**src/rtl/matrix_frame_sender.sv**
```systemverilog
// matrix_frame_sender: serializes an NLEDS-bit frame onto din/dclk, MSB first,
// then pulses strobe so the LED matrix driver latches the frame.
// All outputs are registered and every timed phase lasts CLK_DIV clk cycles.
// Optional macro FRAME_DBUF_EN: adds a one-deep pending frame so that a start
// seen while busy is queued and sent back-to-back with no idle gap.
module matrix_frame_sender #(
  parameter int NLEDS   = 64,
  parameter int CLK_DIV = 4
) (
  input  logic             clk,
  input  logic             reset,
  input  logic [NLEDS-1:0] frame,
  input  logic             start,
  output logic             din,
  output logic             dclk,
  output logic             strobe,
  output logic             busy,
  output logic             done
);

  localparam int PW = $clog2(CLK_DIV + 1);
  localparam int IW = (NLEDS > 1) ? $clog2(NLEDS) : 1;
  localparam logic [PW-1:0] PH_LAST = PW'(CLK_DIV - 1);
  localparam logic [IW-1:0] IDX_TOP = IW'(NLEDS - 1);

  typedef enum logic [2:0] {
    IDLE      = 3'd0,
    SHIFT_LO  = 3'd1,
    SHIFT_HI  = 3'd2,
    GAP       = 3'd3,
    STROBE_HI = 3'd4,
    DONE      = 3'd5
  } state_t;

  state_t           state_r;
  logic [PW-1:0]    phase_r;
  logic [IW-1:0]    idx_r;
  logic [NLEDS-1:0] shadow_r;
  logic             din_r;
  logic             dclk_r;
  logic             strobe_r;
  logic             busy_r;
  logic             done_r;
  logic             phase_last_s;

  assign phase_last_s = (phase_r == PH_LAST);

  assign din    = din_r;
  assign dclk   = dclk_r;
  assign strobe = strobe_r;
  assign busy   = busy_r;
  assign done   = done_r;

`ifdef FRAME_DBUF_EN
  logic [NLEDS-1:0] pend_r;
  logic             pend_flag_r;
  logic [NLEDS-1:0] next_frame_s;

  // A start arriving in the DONE cycle itself is used directly as the next frame.
  assign next_frame_s = start ? frame : pend_r;

  // Pending frame capture: last start while busy wins; consumed in DONE.
  always_ff @(posedge clk) begin
    if (reset) begin
      pend_r      <= {NLEDS{1'b0}};
      pend_flag_r <= 1'b0;
    end else if (state_r == DONE) begin
      pend_flag_r <= 1'b0;
    end else if (start && (state_r != IDLE)) begin
      pend_r      <= frame;
      pend_flag_r <= 1'b1;
    end else begin
      pend_r      <= pend_r;
      pend_flag_r <= pend_flag_r;
    end
  end
`endif

  // Transfer sequencer: state, phase/bit counters and all registered outputs.
  always_ff @(posedge clk) begin
    if (reset) begin
      state_r  <= IDLE;
      phase_r  <= {PW{1'b0}};
      idx_r    <= {IW{1'b0}};
      shadow_r <= {NLEDS{1'b0}};
      din_r    <= 1'b0;
      dclk_r   <= 1'b0;
      strobe_r <= 1'b0;
      busy_r   <= 1'b0;
      done_r   <= 1'b0;
    end else begin
      case (state_r)
        IDLE: begin
          done_r   <= 1'b0;
          strobe_r <= 1'b0;
          dclk_r   <= 1'b0;
          phase_r  <= {PW{1'b0}};
          if (start) begin
            shadow_r <= frame;
            idx_r    <= IDX_TOP;
            din_r    <= frame[NLEDS-1];
            busy_r   <= 1'b1;
            state_r  <= SHIFT_LO;
          end else begin
            din_r  <= 1'b0;
            busy_r <= 1'b0;
          end
        end

        SHIFT_LO: begin
          if (phase_last_s) begin
            phase_r <= {PW{1'b0}};
            dclk_r  <= 1'b1;
            state_r <= SHIFT_HI;
          end else begin
            phase_r <= phase_r + PW'(1);
          end
        end

        SHIFT_HI: begin
          if (phase_last_s) begin
            phase_r <= {PW{1'b0}};
            dclk_r  <= 1'b0;
            if (idx_r == {IW{1'b0}}) begin
              din_r   <= 1'b0;
              state_r <= GAP;
            end else begin
              // din only moves here, together with the falling dclk edge
              idx_r   <= idx_r - IW'(1);
              din_r   <= shadow_r[idx_r - IW'(1)];
              state_r <= SHIFT_LO;
            end
          end else begin
            phase_r <= phase_r + PW'(1);
          end
        end

        GAP: begin
          if (phase_last_s) begin
            phase_r  <= {PW{1'b0}};
            strobe_r <= 1'b1;
            state_r  <= STROBE_HI;
          end else begin
            phase_r <= phase_r + PW'(1);
          end
        end

        STROBE_HI: begin
          if (phase_last_s) begin
            phase_r  <= {PW{1'b0}};
            strobe_r <= 1'b0;
            done_r   <= 1'b1;
            state_r  <= DONE;
          end else begin
            phase_r <= phase_r + PW'(1);
          end
        end

        DONE: begin
          done_r  <= 1'b0;
          phase_r <= {PW{1'b0}};
`ifdef FRAME_DBUF_EN
          if (start || pend_flag_r) begin
            shadow_r <= next_frame_s;
            idx_r    <= IDX_TOP;
            din_r    <= next_frame_s[NLEDS-1];
            busy_r   <= 1'b1;
            state_r  <= SHIFT_LO;
          end else begin
            busy_r  <= 1'b0;
            state_r <= IDLE;
          end
`else
          busy_r  <= 1'b0;
          state_r <= IDLE;
`endif
        end

        default: begin
          state_r  <= IDLE;
          phase_r  <= {PW{1'b0}};
          din_r    <= 1'b0;
          dclk_r   <= 1'b0;
          strobe_r <= 1'b0;
          busy_r   <= 1'b0;
          done_r   <= 1'b0;
        end
      endcase
    end
  end

endmodule

```
**config.mk**
```make
export PLATFORM = sky130hd
export DESIGN_NAME = matrix_frame_sender
export DESIGN_NICKNAME = d
export VERILOG_FILES = /design/src/rtl/matrix_frame_sender.sv
export SDC_FILE = /design/constraint.sdc
export NUM_CORES = 1
export LEC_CHECK = 0
export ABC_AREA = 1
export CAP_MARGIN = 10
export CORE_MARGIN = 2
export CORE_UTILIZATION = 45
export CTS_CLUSTER_SIZE = 10
export DETAILED_ROUTE_END_ITERATION = 10
export PLACE_DENSITY = 0.71
export SLEW_MARGIN = 20
export SYNTH_ARGS = -nofsm -noshare
export SYNTH_HDL_FRONTEND = slang
export SYNTH_SLANG_ARGS = --single-unit
```
**constraint.sdc**
```tcl
create_clock -name clk -period 2.18 [get_ports clk]
set_input_delay 0.436 -clock clk [delete_from_list [all_inputs] [get_ports clk]]
set_output_delay 0.436 -clock clk [all_outputs]
set_load 0.05 [all_outputs]
```
==> results of run 1 <==
[flip-flops by register name, indices dropped and copies added, names as in the netlist]
signal and count:
strobe 1, phase_r 3, state_r 3, idx_r 6, dclk 1, busy 1, shadow_r 64, din 1
done 1
[placed cells by master, fill, tap and decap left out, types with 2 or more instances in the layout]
cell             Yosys  final
inv_2                7      7
o21ai_0             68     68
xor2_1               2      2
nor2_4               1      2
nand2_1             92     92
nand2_2              3      3
nor2_2               4      3
buf_4                3     13
a21oi_1             13     13
clkdlybuf4s50_1      0     71
dfxtp_1             81     81
inv_6                0      2
nand3_1             65     65
ha_1                 4      4
bufinv_16            0      2
a221oi_1             5      5
nor3_1               2      2
inv_1               20     20
nor2_1             136    136
clkbuf_8             0      9
[routing by layer]
metal,wire length (um),part of all wire,vias up
met1,4040,0.45,1604
met5,0,0,-
li1,-,-,1870
met4,205,0.023,0
met2,4300,0.48,105
met3,484,0.054,15
[worst register-to-register path, delay by kind of cell (launching register included)]
family | cells | cell delay, ns
and+or+nand+nor | 7 | 0.64
buffers and inverters | 3 | 0.48
DFF | 1 | 0.33
adders and majority gates | 1 | 0.23
AOI/OAI and AO/OA | 1 | 0.13
[per-stage QoR]
| step | total power, mW | area, um^2 | hold WS [ns] | util | std cells |
|---|---|---|---|---|---|
| finish | 6.58 | 4680 | 0.436 | 0.578 | 712 |
| global route | 7.17 | 4680 | 0.466 | 0.578 | 712 |
| CTS | 6.60 | 4680 | 0.443 | 0.578 | 712 |
| detailed placement | 5.39 | 4460 | 0.430 | 0.551 | 696 |
| global placement | 5.34 | 4460 | 0.409 | 0.551 | 696 |
| floorplan | 4.57 | 3680 | 0.399 | - | 540 |
[power by group]
part	leakage (nW)	switching, mW	total (mW)	internal (mW)
clock	0.107	0.548	1.20	0.652
sequential	0.670	0.274	2.20	1.93
combinational	1.20	2.05	3.18	1.13
total	1.98	2.87	6.58	3.71
[area by class of cell]
cell class                      instances  share of cell area
Multi-Input combinational cell        399               0.384
Timing Repair Buffer                   84               0.173
Inverter                               27              0.0217
Clock buffer                           10              0.0273
Sequential cell                        81               0.347
Clock inverter                          6              0.0193
Tap cell                              105              0.0281
[worst paths after layout]
path	endpoint	from	cells past startpoint	slack, ns
worst min-delay path	phase_r[0]	phase_r[0]	1	0.44
worst max register to register	din	idx_r[0]	12	0.30
worst min register to register	phase_r[0]	phase_r[0]	1	0.44
worst max-delay path	din	din	1	0.22
[kinds of logic (layout without fill, tap and decap cells)]
kind of cell | Yosys count | after routing | synth area share
compound gates | 87 | 87 | 0.124
xor+xnor | 2 | 2 | 0.00475
buf+inv | 60 | 127 | 0.0737
fa+ha+maj | 4 | 4 | 0.0136
flops | 81 | 81 | 0.440
simple gates | 306 | 306 | 0.344
==> qor.csv, run 1 <==
stage;metric;value;unit
worst_setup_path;endpoint_kind;output port;
floorplanning;fp.dieArea;0.00893;mm^2
power_and_ir_drop;p_leak;1.98;nW
global_route;met2_usage;0.371;
synthesis;synth_top_area_cell;dfxtp_1;
synthesis;yosys-top-cells-count;nor2_1 (136), nand2_1 (92), dfxtp_1 (81);
synthesis;synthesis.nets;611;
floorplanning;start_util;0.455;
synthesis;synth_area_leaders;dfxtp_1 (44%), nor2_1 (14%), nand2_1 (9.4%);
sta;rsz0062_at_grt;no;
sta;timing.final.ws_setup;0.223;ns
clock_tree;clock_latency;0.34;ns
sta;setup_viol;0;
run;drv_cap;0;
sta;fin_crit_sh;0.898;
clock_tree;clock-root-buffer;clkbuf_8;
place;pre_cts_slack;0.360;ns
global_route;grt_overflow;0;
sta;worst_pin_slew;0.512;ns
finish;multi_input_area;0.00180;mm^2
place;dp_hpwl;6360;um
hold_path;hold_path.class;reg -> reg;
detailed_routing;wl_per_cell;12.7;um
floorplanning;io_pins;72;
finish;fin_nets;673;
clock_tree;cts_setup_buffers;0;
global_route;busiest_layer;met2;
floorplanning;core;0.00809;mm^2
global_route;antenna_found_initial;0;
synthesis;synth_top_area_share;0.440;
detailed_routing;dr.pass1.iters;4;
worst_setup_path;cp_cell_sequence;clkdlybuf4s50_1;
finish;fillers;805;
sta;hold_viol_final;0;
synthesis;synth-seq-cells;81;
synthesis;syn_area_per_cell;6.82;um^2
global_route;grt_max_degree;40;
worst_setup_path;crit_type;reg -> out;
worst_setup_path;critPathBufInv;1;
worst_setup_path;critPathTopFamily;buffers and inverters;
worst_setup_path;max_stage_delay;0.82;ns
clock_tree;clock_sinks;81;
synthesis;syn_area;0.00368;mm^2
sta;skew;0.00538;ns
clock_tree;cts_max_path_buffers;2;
clock_tree;cts_resized;0;
finish;diodes;0;
clock_tree;path_clk_slew;0.08;ns
global_route;grt_pass1_wl;15500;um
clock_tree;h-tree-depth;3;
place;portBuffers;71;
synthesis;synth_cell_types;24;
sta;max_slew_margin;0.658;
detailed_routing;drc_errors;0;
worst_setup_path;cp_slowest_cell;clkdlybuf4s50_1;
power_and_ir_drop;p_per_area;1410;mW/mm^2
clock_tree;cts_hold_buffers;0;
detailed_routing;ant_nets;0;
clock_tree;cts_tree;yes;
sta;min_period;1.96;ns
finish;drive_above_1_share;0.0725;
worst_setup_path;required;1.74;ns
power_and_ir_drop;peakVddDrop;0.776;mV
detailed_routing;via_count;3594;
sta;maxSlewViolCount;0;
global_route;met1_usage;0.271;
worst_setup_path;path_max_fanout;2;
synthesis;yosysMostFrequentCell;nor2_1;
run_status;status;finished clean;
finish;syn2layout_area_growth;26.9;%
worst_setup_path;setup.worst_path.start_class;flop;
global_route;use_met3;0.0383;
synthesis;ys.flop_type;dfxtp_1;
synthesis;synth_edf_count;0;
detailed_routing;wl;9030;um
worst_setup_path;arrival;1.52;ns
floorplanning;fp.dieW;94.5;um
place;place.gp.congestion;0.937;
sta;tns;0;ns
synthesis;synth_seq_area_share;0.440;
clock_tree;cts_made_buffers;9;
synthesis;synthCells;540;
floorplanning;rows;33;
floorplanning;dieHeight;94.5;um
synthesis;synthArstFlopShare;0;
global_route;grt_pass1_vias;3594;
global_route;gr-usage-all-layers;0.216;
finish;regArea;0.00162;mm^2
detailed_routing;routed_via_density;5.05;
synthesis;yosys_warnings;0;
detailed_routing;drt_iter0_markers;240;
sta;fmax;0.511;GHz
No activity file was read; power rests on OpenSTA's default activity.
==> inputs of run 2 (changes only) <==
--- a/config.mk
+++ b/config.mk
@@ -8,10 +8,9 @@
 export ABC_AREA = 1
 export CAP_MARGIN = 10
 export CORE_MARGIN = 2
-export CORE_UTILIZATION = 45
+export CORE_UTILIZATION = 35
 export CTS_CLUSTER_SIZE = 10
 export DETAILED_ROUTE_END_ITERATION = 10
-export PLACE_DENSITY = 0.71
 export SLEW_MARGIN = 20
 export SYNTH_ARGS = -nofsm -noshare
 export SYNTH_HDL_FRONTEND = slang
==> qor.csv, run 2 (synthesized netlist as in run 1, its figures left out) <==
stage;metric;value;unit;change
run_status;status;finished clean;;
global_route;grt_pass1_vias;3574;;-0.56%
sta;skew;0.00876;ns;+0.00337 ns
power_and_ir_drop;p_per_area;1410;mW/mm^2;about the same
worst_setup_path;critPathTopFamily;buffers and inverters;;
worst_setup_path;max_stage_delay;0.82;ns;about the same
detailed_routing;via_count;3617;;+0.64%
worst_setup_path;endpoint_kind;output port;;
detailed_routing;routed_via_density;4.86;;-3.7%
clock_tree;cts_tree;yes;;
finish;syn2layout_area_growth;28.8;%;
clock_tree;cts_resized;0;;unchanged
worst_setup_path;setup.worst_path.start_class;flop;;
place;dp_hpwl;6710;um;+5.5%
worst_setup_path;arrival;1.53;ns;about the same
hold_path;worstHoldStart;phase_r[0];;
global_route;grt_overflow;0;;unchanged
worst_setup_path;cp_cell_sequence;clkdlybuf4s50_1;;
worst_setup_path;critPathBufInv;1;;unchanged
sta;hold_viol_final;0;;unchanged
detailed_routing;wl_per_cell;12.9;um;+1.7%
floorplanning;start_util;0.359;;-0.0968
sta;rsz0062_at_grt;no;;
global_route;grt_pass1_wl;16200;um;+4.4%
clock_tree;path_clk_slew;0.09;ns;about the same
floorplanning;rows;37;;+12%
detailed_routing;dr.pass1.iters;4;;unchanged
sta;fin_crit_sh;0.904;;+0.00620
finish;largest_reg_flops;64;;unchanged
finish;fillers;1097;;+36%
global_route;antenna_found_initial;0;;unchanged
global_route;gr-usage-all-layers;0.174;;-0.0414
clock_tree;cts_setup_buffers;0;;unchanged
global_route;grt_max_degree;43;;+7.5%
place;portBuffers;71;;unchanged
finish;fin_nets;674;;+0.15%
clock_tree;clock-root-buffer;clkbuf_8;;
finish;diodes;0;;unchanged
detailed_routing;drt_iter0_markers;128;;-47%
clock_tree;clock_sinks;81;;unchanged
clock_tree;cts_max_path_buffers;2;;unchanged
run;drv_cap;0;;unchanged
finish;drive_above_1_share;0.0757;;+0.00317
worst_setup_path;reg2reg_depth;10;;-2
sta;worst_pin_slew;0.496;ns;-0.0164 ns
clock_tree;cts_hold_buffers;0;;unchanged
clock_tree;clock_latency;0.35;ns;about the same
worst_setup_path;path_max_fanout;2;;unchanged
floorplanning;io_pins;72;;unchanged
place;place.gp.congestion;0.802;;-14%
floorplanning;dieHeight;107;um;+13%
worst_setup_path;reg2reg_slack;0.45;ns;+0.15 ns
power_and_ir_drop;p_leak;1.99;nW;+0.56%
finish;final_cell_mix;nor2_1 (136), nand2_1 (92), dfxtp_1 (81);;
detailed_routing;drc_errors;0;;unchanged
floorplanning;core;0.0103;mm^2;+27%
hold_path;min_path_cells;1;;unchanged
finish;final_util;0.462;;-0.116
sta;max_slew_margin;0.669;;+0.0109
floorplanning;fp.dieArea;0.0114;mm^2;+27%
sta;tns;0;ns;unchanged
power_and_ir_drop;peakVddDrop;0.564;mV;-27%
hold_path;min_to;phase_r[0];;
finish;layout_commonest_cell;nor2_1;;
finish;largestRegisters;shadow_r (64), idx_r (6);;
hold_path;hold_path.class;reg -> reg;;
sta;fmax;0.507;GHz;-0.69%
clock_tree;h-tree-depth;3;;unchanged
worst_setup_path;cp_slowest_cell;clkdlybuf4s50_1;;
finish;largest-register;shadow_r;;
sta;setup_viol;0;;unchanged
clock_tree;cts_made_buffers;9;;unchanged
sta;maxSlewViolCount;0;;unchanged
sta;min_period;1.97;ns;+0.0135 ns
floorplanning;fp.dieW;107;um;+13%
worst_setup_path;r2r-start;idx_r[0];;
worst_setup_path;required;1.74;ns;about the same
detailed_routing;ant_nets;0;;unchanged
worst_setup_path;r2r-end;din;;
worst_setup_path;crit_type;reg -> out;;
detailed_routing;wl;9600;um;+6.3%
==> run 2: cell type report <==
class                      count  area [um^2]  area share
multi-input combinational    399         1800       0.379
sequential                    81         1620       0.342
timing repair buffer          85          828       0.175
tap                          136          170      0.0359
clock buffer                  10          138      0.0290
inverter                      27          101      0.0214
clock inverter                 6         88.8      0.0187
==> run 2: metrics by stage <==
| stage | instances | power (mW) | instance area (um^2) | hold slack, ns | setup WS [ns] |
|---|---|---|---|---|---|
| after floorplan | 540 | 4.57 | 3680 | 0.399 | 0.189 |
| after global placement | 728 | 5.42 | 4520 | 0.408 | 0.379 |
| after detailed placement | 728 | 5.45 | 4520 | 0.415 | 0.362 |
| after CTS | 744 | 6.71 | 4740 | 0.428 | 0.189 |
| after global routing | 744 | 7.27 | 4740 | 0.472 | 0.173 |
| final | 744 | 6.67 | 4740 | 0.425 | 0.209 |
==> run 2: report_power, final <==
| group | leakage [nW] | switching, mW | internal (mW) |
|---|---|---|---|
| Combinational | 1.21 | 2.05 | 1.16 |
| Sequential | 0.670 | 0.287 | 1.93 |
| Clock | 0.109 | 0.569 | 0.678 |
| Total | 1.99 | 2.90 | 3.77 |
==> run 2: worst max path at each step <==
stage	to	slack [ns]	cells past startpoint	from
floorplan	din	0.19	13	idx_r[0]
global placement	shadow_r[29]	0.38	7	start
detailed placement	shadow_r[29]	0.36	7	start
CTS	din	0.19	1	din
global route	din	0.17	1	din
finish	din	0.21	1	din
==> run 2: metal layers <==
metal	track usage	wire (um)	vias to the layer above
met5	0	0	-
met1	0.228	4760	1675
met2	0.289	4420	69
li1	-	-	1867
met3	0.0286	313	6
met4	0.0649	108	0
==> inputs of run 3 (changes only) <==
--- a/config.mk
+++ b/config.mk
@@ -11,6 +11,7 @@
 export CORE_UTILIZATION = 35
 export CTS_CLUSTER_SIZE = 10
 export DETAILED_ROUTE_END_ITERATION = 10
+export SKIP_LAST_GASP = 1
 export SLEW_MARGIN = 20
 export SYNTH_ARGS = -nofsm -noshare
 export SYNTH_HDL_FRONTEND = slang
==> constraint.sdc (replaced) <==
create_clock -name clk -period 1.9 [get_ports clk]
set_input_delay 0.38 -clock clk [delete_from_list [all_inputs] [get_ports clk]]
set_output_delay 0.38 -clock clk [all_outputs]
set_load 0.05 [all_outputs]
==> qor.csv, run 3 (synthesized netlist as in run 1, its figures left out) <==
stage;metric;value;unit;change
worst_setup_path;crit_type;reg -> reg;;
worst_setup_path;setup.worst_path.start_class;flop;;
worst_setup_path;r2r-start;idx_r[0];;
floorplanning;fp.dieArea;0.0114;mm^2;unchanged
clock_tree;clock_sinks;81;;unchanged
detailed_routing;ant_nets;0;;unchanged
worst_setup_path;reg2reg_depth;11;;+1
clock_tree;h-tree-depth;3;;unchanged
place;dp_hpwl;6620;um;-1.3%
place;portBuffers;71;;unchanged
clock_tree;path_clk_slew;0.09;ns;about the same
worst_setup_path;path_max_fanout;17;;+15
run;drv_cap;0;;unchanged
floorplanning;rows;37;;unchanged
worst_setup_path;required;2.15;ns;+0.41 ns
clock_tree;clock_latency;0.36;ns;about the same
floorplanning;fp.dieW;107;um;unchanged
detailed_routing;wl_per_cell;12.9;um;+0.22%
power_and_ir_drop;peakVddDrop;0.630;mV;+12%
worst_setup_path;r2r-end;din;;
sta;setup_viol;0;;unchanged
finish;diodes;0;;unchanged
detailed_routing;drt_iter0_markers;164;;+28%
global_route;gr-usage-all-layers;0.174;;about the same
global_route;antenna_found_initial;0;;unchanged
finish;fin_nets;674;;unchanged
power_and_ir_drop;p_leak;2.00;nW;+0.35%
floorplanning;io_pins;72;;unchanged
sta;hold_viol_final;0;;unchanged
finish;syn2layout_area_growth;28.7;%;about the same
finish;layout_commonest_cell;nor2_1;;
finish;drive_above_1_share;0.0822;;+0.00658
floorplanning;core;0.0103;mm^2;unchanged
sta;fmax;0.581;GHz;
worst_setup_path;crit_start;idx_r[0];;
floorplanning;start_util;0.359;;unchanged
clock_tree;cts_made_buffers;9;;unchanged
sta;worst_pin_slew;0.360;ns;-0.135 ns
finish;largest-register;shadow_r;;
finish;largest_reg_flops;64;;unchanged
sta;maxSlewViolCount;0;;unchanged
hold_path;min_path_cells;1;;unchanged
global_route;grt_overflow;0;;unchanged
finish;final_cell_mix;nor2_1 (136), nand2_1 (92), dfxtp_1 (81);;
run_status;status;finished clean;;
sta;fin_crit_sh;0.905;;
global_route;grt_pass1_vias;3475;;-2.8%
finish;largestRegisters;shadow_r (64), idx_r (6);;
detailed_routing;routed_via_density;4.84;;-0.44%
sta;skew;0.00814;ns;-0.000616 ns
sta;tns;0;ns;unchanged
global_route;grt_max_degree;41;;-4.7%
detailed_routing;wl;9620;um;+0.22%
worst_setup_path;reg2reg_slack;0.18;ns;-0.27 ns
place;place.gp.congestion;0.823;;+2.6%
detailed_routing;dr.pass1.iters;4;;unchanged
hold_path;hold_path.class;reg -> reg;;
power_and_ir_drop;p_per_area;1620;mW/mm^2;+15%
hold_path;min_to;phase_r[0];;
hold_path;worstHoldStart;phase_r[0];;
floorplanning;dieHeight;107;um;unchanged
sta;timing.hold.ws;0.432;ns;+0.00693 ns
sta;max_slew_margin;0.759;;+0.0903
clock_tree;cts_max_path_buffers;2;;unchanged
clock_tree;cts_setup_buffers;0;;unchanged
sta;rsz0062_at_grt;no;;
worst_setup_path;arrival;1.97;ns;+0.44 ns
detailed_routing;via_count;3601;;-0.44%
clock_tree;clock-root-buffer;clkbuf_8;;
worst_setup_path;endpoint_kind;flop;;
clock_tree;cts_tree;yes;;
detailed_routing;drc_errors;0;;unchanged
global_route;grt_pass1_wl;15900;um;-2.0%
sta;min_period;1.72;ns;
[run 3: changes by cell type in the layout (fill, tap and decap cells not counted)]
cell	change
clkdlybuf4s50_1	-5
buf_4	+3
buf_12	+1
buf_6	+1
clkbuf_1	+1
clkbuf_8	-1
clkinv_2	-1
clkinvlp_4	+1
inv_2	-1
inv_4	+1
[run 3: stage by stage]
stage	total power, mW	area, um^2	util	instances	setup WS [ns]
6_report	7.69	4740	0.462	744	0.180
5_1_grt	8.36	4740	0.462	744	0.00406
4_1_cts	7.71	4740	0.461	744	0.149
3_5_place_dp	6.27	4520	0.440	728	0.137
3_3_place_gp	6.25	4520	0.440	728	0.152
2_1_floorplan	5.29	3690	-	540	0.0210
[run 3: worst max-delay path, stage by stage, from the launching register on]
cell,delay (ns)
dfxtp_1,0.35
inv_2,0.09
ha_1,0.39
inv_4,0.12
a21oi_1,0.12
o21ai_0,0.10
nand3_1,0.09
nand3_1,0.08
nand3_1,0.08
nand3_1,0.06
nand3_1,0.08
a21oi_1,0.06
[run 3: repair_timing]
action | in CTS | in global routing
hold buffers | 0 | 0
resized for setup | 0 | 3
endpoints found under the hold margin | 0 | 0
endpoints found under the setup margin | 0 | 1
[run 3: routing by layer]
layer / wire length [um] / vias up / track usage / part of all wire
met5: 0 / - / 0 / 0
li1: - / 1877 / - / -
met4: 146 / 0 / 0.0770 / 0.015
met3: 475 / 10 / 0.0383 / 0.049
met2: 4450 / 81 / 0.278 / 0.46
met1: 4550 / 1633 / 0.226 / 0.47
[run 3: power by group]
group	leakage (nW)	total (mW)	switching (mW)	internal (mW)
clock	0.0991	1.40	0.654	0.745
sequential	0.670	2.53	0.317	2.21
combinational	1.23	3.76	2.39	1.37
total	2.00	7.69	3.36	4.33
[run 3: layout make-up]
cell class                 instances  area [um^2]
fill                            1128         5530
multi-input combinational        399         1800
sequential                        81         1620
timing repair buffer              85          832
tap                              136          170
clock buffer                      10          128
inverter                          27          104
clock inverter                     6         91.3
[run 3: worst max-delay path by stage]
stage	to	slack, ns
2_1_floorplan	din	0.02
3_3_place_gp	idx_r[2]	0.15
3_5_place_dp	idx_r[2]	0.14
4_1_cts	din	0.15
5_1_grt	din	0.004
6_report	din	0.18
